`src/rtl/aes_pkg.sv`:
```
// Shared AES-128 key-schedule types and constants.
// Used by key_schedule_ctrl and key_store_rf.
package aes_pkg;

  localparam int AES_KEY_W     = 128;
  localparam int AES128_ROUNDS = 10;

  typedef enum logic [1:0] {
    IDLE,
    ISSUE,
    CAPTURE,
    DONE
  } ks_state_t;

  typedef logic [0:AES_KEY_W-1] key_t;

endpackage

```
`src/rtl/key_store_rf.sv`:
```
// Round-key register file: DEPTH x KEY_W, one write port, registered read.
// KEYSCHED_ZEROIZE_EN adds clearing of stored keys on reset and on start.
module key_store_rf
  import aes_pkg::*;
#(
  parameter int DEPTH = AES128_ROUNDS + 1,
  parameter int KEY_W = AES_KEY_W
) (
  input  logic             clk,
  input  logic             rst,
`ifdef KEYSCHED_ZEROIZE_EN
  input  logic             clr,
`endif
  input  logic             we,
  input  logic [3:0]       wa,
  input  logic [0:KEY_W-1] wd,
  input  logic [3:0]       ra,
  output logic [0:KEY_W-1] rd
);

  localparam logic [3:0] LAST = 4'(DEPTH - 1);

  logic [0:KEY_W-1] mem [DEPTH];

`ifdef KEYSCHED_ZEROIZE_EN
  // clr wipes rounds 1..; entry 0 takes the new key in the same edge
  always_ff @(posedge clk) begin
    if (rst) begin
      for (int i = 0; i < DEPTH; i++) mem[i] <= '0;
    end else begin
      if (clr) begin
        for (int i = 1; i < DEPTH; i++) mem[i] <= '0;
      end
      if (we && wa <= LAST) mem[wa] <= wd;
    end
  end
`else
  always_ff @(posedge clk) begin
    if (we && wa <= LAST) mem[wa] <= wd;
  end
`endif

  always_ff @(posedge clk) begin
    if (rst)               rd <= '0;
    else if (ra <= LAST)   rd <= mem[ra];
    else                   rd <= '0;
  end

endmodule

```
`src/rtl/key_schedule_ctrl.sv`:
```
// AES-128 KeyExpansion sequencer with an 11-entry round-key store.
// Optional macro KEYSCHED_ZEROIZE_EN: zeroize the store on reset/start.
module key_schedule_ctrl
  import aes_pkg::*;
#(
  parameter int NUM_ROUNDS = AES128_ROUNDS,
  parameter int KEY_W      = AES_KEY_W
) (
  input  logic             clk,
  input  logic             rst,
  input  logic             start,
  input  logic [0:KEY_W-1] key_in,
  output logic             ready,
  output logic             busy,
  output logic             done,
  output logic             keys_valid,
  output logic [3:0]       kexp_round_num,
  output logic [0:KEY_W-1] kexp_key,
  input  logic [0:KEY_W-1] kexp_round_key,
  input  logic [3:0]       rd_addr,
  output logic [0:KEY_W-1] rd_key
);

  localparam logic [3:0] LAST_R = 4'(NUM_ROUNDS);

  ks_state_t state, state_nxt;

  logic             accept;
  logic             capture;
  logic             last;
  logic             we;
  logic [3:0]       wa;
  logic [0:KEY_W-1] wd;

  assign last = (kexp_round_num == LAST_R);

  always_ff @(posedge clk) begin
    if (rst) state <= IDLE;
    else     state <= state_nxt;
  end

  always_comb begin
    state_nxt = state;
    ready     = 1'b0;
    busy      = 1'b0;
    accept    = 1'b0;
    capture   = 1'b0;
    unique case (state)
      IDLE, DONE: begin
        ready = 1'b1;
        if (start) begin
          accept    = 1'b1;
          state_nxt = ISSUE;
        end
      end
      ISSUE: begin
        busy      = 1'b1;
        state_nxt = CAPTURE;
      end
      CAPTURE: begin
        busy      = 1'b1;
        capture   = 1'b1;
        state_nxt = last ? DONE : ISSUE;
      end
      default: state_nxt = IDLE;
    endcase
  end

  // Round number doubles as the store write index.
  always_ff @(posedge clk) begin
    if (rst) begin
      kexp_round_num <= '0;
      kexp_key       <= '0;
      keys_valid     <= 1'b0;
      done           <= 1'b0;
    end else begin
      done <= 1'b0;
      if (accept) begin
        kexp_key       <= key_in;
        kexp_round_num <= 4'd1;
        keys_valid     <= 1'b0;
      end else if (capture) begin
        kexp_key <= kexp_round_key;
        if (last) begin
          done       <= 1'b1;
          keys_valid <= 1'b1;
        end else begin
          kexp_round_num <= kexp_round_num + 4'd1;
        end
      end
    end
  end

  assign we = accept | capture;
  assign wa = accept ? 4'd0 : kexp_round_num;
  assign wd = accept ? key_in : kexp_round_key;

  key_store_rf #(
    .DEPTH (NUM_ROUNDS + 1),
    .KEY_W (KEY_W)
  ) u_store (
    .clk (clk),
    .rst (rst),
`ifdef KEYSCHED_ZEROIZE_EN
    .clr (accept),
`endif
    .we  (we),
    .wa  (wa),
    .wd  (wd),
    .ra  (rd_addr),
    .rd  (rd_key)
  );

endmodule
```
`config.mk`:
```
export PLATFORM = sky130hd
export DESIGN_NAME = key_schedule_ctrl
export DESIGN_NICKNAME = d
export VERILOG_FILES = /design/src/rtl/aes_pkg.sv /design/src/rtl/key_store_rf.sv /design/src/rtl/key_schedule_ctrl.sv
export SDC_FILE = /design/constraint.sdc
export NUM_CORES = 2
export LEC_CHECK = 0
export ABC_AREA = 1
export BUFFER_PORTS_ARGS = -buffer_cell sky130_fd_sc_hd__buf_2
export CAP_MARGIN = 20
export CORE_UTILIZATION = 60
export CTS_CLUSTER_SIZE = 24
export DETAILED_ROUTE_END_ITERATION = 10
export PLACE_DENSITY = 0.8
export SETUP_SLACK_MARGIN = 0.4
export SYNTH_ARGS = -nofsm -noshare
export SYNTH_HDL_FRONTEND = slang
export SYNTH_SLANG_ARGS = --single-unit
```
`constraint.sdc`:
```
create_clock -name clk -period 19.9 [get_ports clk]
set_clock_uncertainty 0.2 [all_clocks]
set_input_delay 5.97 -clock clk [delete_from_list [all_inputs] [get_ports clk]]
set_output_delay 5.97 -clock clk [all_outputs]
set_load 0.005 [all_outputs]
```
# After elaboration in Yosys (flattened, before gate mapping)
# Memory sizes are Yosys's and may differ from the RTL's. A register that Yosys moved wholly into a read port is not among the register bits.
# Index checks and enable logic that the tools add are counted.
# classes
addsub	1
order_cmp	2
n_eq_ne	6
muxes	18
bitwise	4
n_reduce_logical	11
# ops
op	n
128-bit 2-to-1 mux	3
1-bit 2-to-1 mux	11
4-bit less-or-equal comparator, second input constant	2
2-bit OR reduction	4
2-bit one-hot mux with 3 select lines	1
2-bit AND reduction	3
4-bit by 1-bit adder with 4-bit output, second input constant	1
2-bit equality test, second input constant	2
4-bit equality test, second input constant	1
2-bit 2-to-1 mux	2
4-bit 2-to-1 mux	1
2-bit != test, second input constant	2
1-bit NOT	3
3-bit OR reduction	1
2-bit by 1-bit equality test with 1-bit output, second input constant	1
2-bit zero test	1
2-bit nonzero test	1
1-bit logical AND	1
1-bit bitwise OR	1
# totals
regBits	136
ramBits	1408
inputBits	263
out_inout_bits	264
wordCells	49
n_memories	1
# memory_table
memory	depth	width	read_ports	rd_clocked_by_memory_dff	wr	line	source
u_store.mem	11	128	1	1	1	key_store_rf.sv:23	logic [0:KEY_W-1] mem [DEPTH];

# Depth between registers and ports, before layout
# logic_depth
word_depth	8
ltp_mapped	10

# Hierarchy
# From an unflattened synthesis, not the netlist that was laid out.
# hier_totals
cells_unflattened	6340
area_unflattened_um2	67802.5
# by_module_without_submodules
mod	n_inst	cells_each	area_each_um2	seq_area_each_um2
key_store_rf	1	5316	61016.0	44843.0
key_schedule_ctrl	1	1024	6786.5	2722.6

# Worst setup path after synthesis
# OpenSTA, ideal clock, no wires.
# synth_path
path_type	input -> register
start	input port start
end	memory u_store.mem[3][0] (netlist name) (enable)
t_arrival_ps	15336
required_ps	18927
setup_slack_ps	3592
stages	8
path_buffers	1
cell_sequence	nand2_1 > buf_4 > nand2_1 > nor2_1 > nand3_1 > nand2_1 > nand2_1 > nor3_1
# synth_via
elab_chain_len	7
elab_cells_between_ends	8
# synth_lines
item	line	source
start: declaration	key_schedule_ctrl.sv:11	input logic start,
1-bit 2-to-1 mux (*)	key_schedule_ctrl.sv:51	if (start) begin
1-bit 2-to-1 mux (*)	key_schedule_ctrl.sv:48	unique case (state)
4-bit 2-to-1 mux	key_schedule_ctrl.sv:95	assign wa = accept ? 4'd0 : kexp_round_num;
4-bit less-or-equal comparator	key_store_rf.sv:39	if (we && wa <= LAST) mem[wa] <= wd;
1-bit logical AND	key_store_rf.sv:39	
1-bit 2-to-1 mux	key_store_rf.sv:39	
1-bit 2-to-1 mux (not written as such)	key_store_rf.sv:39	
end: declaration	key_store_rf.sv:23	
# Every way passes the cells marked *; elsewhere a longest branch is shown, timed or not.

# Worst setup path after layout
# layout_path
start	input port start
end	memory u_store.mem[1][98] (netlist name) (enable)
# The elaborated chain is that of the path after synthesis.

==> impl_metrics.json <==
{
  "outcome": "completed",
  "wirelength_um": 179000,
  "final_core_util_pct": 68.5,
  "fillers": 7522,
  "die_x_um": 337,
  "ys_types": 22,
  "dieArea_um2": 113000,
  "cp-start-kind": "primary input",
  "wire_per_inst_um": 21.8,
  "drtIter0Drc": 6351,
  "synth_fp_nets": 6484,
  "vdd_drop_max_mv": 0.0673,
  "holdBufCountCts": 0,
  "start_util_pct": 60.7,
  "ant_nets": 0,
  "cpMaxStageDelayCell": "buf_4",
  "timing_hold_violations_final": 0,
  "yosysSeqAreaShare_pct": 70.8,
  "num_rows": 122,
  "netlist_instances": 6217,
  "cts_setup_buffers": 0,
  "die-height_um": 337,
  "synth_area_um2": 67200,
  "cpMostUsedCell": "buf_4",
  "slowest_delay_ps": 970,
  "cp_max_fo": 151,
  "ctsRootBufferMaster": "clkbuf_16",
  "cp_cell_sequence": "buf_2, nand2_4, nand2_8, buf_4, nand3_1, nand2_1, nand4_1, nor2_4, buf_4, buf_4",
  "clock-sinks": 1672,
  "critPathKind": "primary input to flop",
  "powerDensity_nw_per_um2": 103,
  "dp_hpwl_um": 96900,
  "ys_seq_elements": 1672,
  "fin_crit_ps": 10360,
  "insertion_delay_ps": 780,
  "dr_total_vias": 47700,
  "stdcell_area_um2": 75900,
  "syn_area_per_cell_um2": 10.8,
  "worstPathArrival_ps": 10530,
  "drc_errors": 0,
  "final_cell_mix": "nand2_1 (1933), edfxtp_1 (1408), nand3_1 (899)",
  "p_leak_nw": 31.6,
  "coreArea_um2": 111000,
  "cts_buffers": 164,
  "grt_pass1_wl_um": 266000,
  "grt_start_max_net_pins": 221,
  "grt_usage_pct": 31.2,
  "final_common_cell": "nand2_1",
  "min_path_type": "flop to flop",
  "post_cts_resized": 0,
  "grt_overflow_total": 0,
  "via_per_inst": 5.80,
  "ios": 527,
  "portBuffers": 526,
  "htree_levels": 4,
  "fmax_mhz": 96.6,
  "area_growth_pct": 12.8,
  "drive_above_1_share_pct": 12.3,
  "drv_slew": 0,
  "worstMarginPinSlew_ps": 1420,
  "first_pass_iters": 6,
  "grt_pass1_vias": 45900,
  "nets": 6863,
  "clkTransAtPathRegs_ps": 60,
  "cts.path.max_buffers": 3,
  "gp_congestion": 0.836,
  "setup_viol": 0,
  "maxCapViolCount": 0,
  "fin_crit_sh_pct": 52.0,
  "slew_headroom_pct": 5.33,
  "worstSetupEndpointType": "flop",
  "grt_setup_unrepaired": "false",
  "antenna_found_initial": 5,
  "worstPathRequired_ps": 20080,
  "cts_tree": "yes",
  "tns_ps": 0,
  "yosys_warnings": 0,
  "placed_area_um2": 70700
}
[cells in the mapped netlist]
master	count	area (um^2)
nand2_1	1934	7260
edfxtp_1	1408	42300
nand3_1	899	4500
inv_1	789	2960
dfxtp_1	264	5290
buf_2	174	871
clkbuf_1	146	548
a21oi_1	134	671
o21ai_0	133	666
a31oi_1	130	813
o211ai_1	128	961
buf_1	31	116
buf_4	16	120
nor2_1	16	60.1
ha_1	4	50.1
inv_2	2	7.51
nand4_1	2	12.5
nor3_1	2	10.0
nor4_1	2	12.5
nand2_2	1	6.26
o21ai_1	1	5.00
or2_2	1	6.26
[cells by family after synthesis]
| logic type | synth area share, % |
|---|---|
| compound gates | 4.63 |
| fa+ha+maj | 0.0745 |
| buf+inv | 6.88 |
| flops | 70.8 |
| simple gates | 17.7 |
[final timing paths]
kind / start / endpoint / slack (ps) / cells past startpoint
hold reg to reg: keys_valid / keys_valid / 270 / 2
setup reg to reg: state[0] / u_store.mem[1][98] / 13970 / 11
hold / removal: keys_valid / keys_valid / 270 / 2
setup / recovery: start / u_store.mem[1][98] / 9540 / 10
[critical path, delay by kind of cell]
family	cells	cell delay [ps]
buffers and inverters	4	2310
AND/OR/NAND/NOR	6	2140
[cell type report]
cell class	count	area, um^2	area share (%)
diodes	2	5.00	0.00660
repair buffers	580	3170	4.18
inverters	791	3010	3.97
clock inverters	53	468	0.617
clock buffers	244	4650	6.13
multi-input cells	3387	15100	19.9
flip-flops and latches	1672	47600	62.7
well taps	1488	1860	2.45
[state kept, by name, summed over array words and instances, names as in the netlist]
signal / count
u_store.mem: 1408
kexp_key: 128
u_store.rd: 128
kexp_round_num: 4
state: 2
done: 1
keys_valid: 1
[power breakdown]
group | leakage (nW) | switching (mW) | internal [mW] | total [mW]
sequential | 15.0 | 0.0525 | 4.03 | 4.08
clock | 2.51 | 1.28 | 1.71 | 2.99
combinational | 14.2 | 0.574 | 0.190 | 0.764
total | 31.6 | 1.91 | 5.92 | 7.83
[stage by stage]
step           power (mW)  setup WS, ps  instances  hold WS, ps
5_1_grt              8.05          9400       8215          312
3_5_place_dp         4.89          8010       7916          260
3_3_place_gp         4.86          8130       7916          268
6_report             7.83          9540       8217          268
4_1_cts              7.82          8820       8213          269
2_1_floorplan        4.58          3590       6217          247
[routing by layer]
layer,up-vias,share of wire (%),routed length (um),track usage (%)
li1,21600,-,-,-
met1,22800,38,67800,41.8
met2,2926,47,83600,49.2
met3,389,12,21000,7.01
met4,2,3.6,6460,13.7
met5,-,0.0073,13,0
No activity file was read; power rests on OpenSTA's default activity.
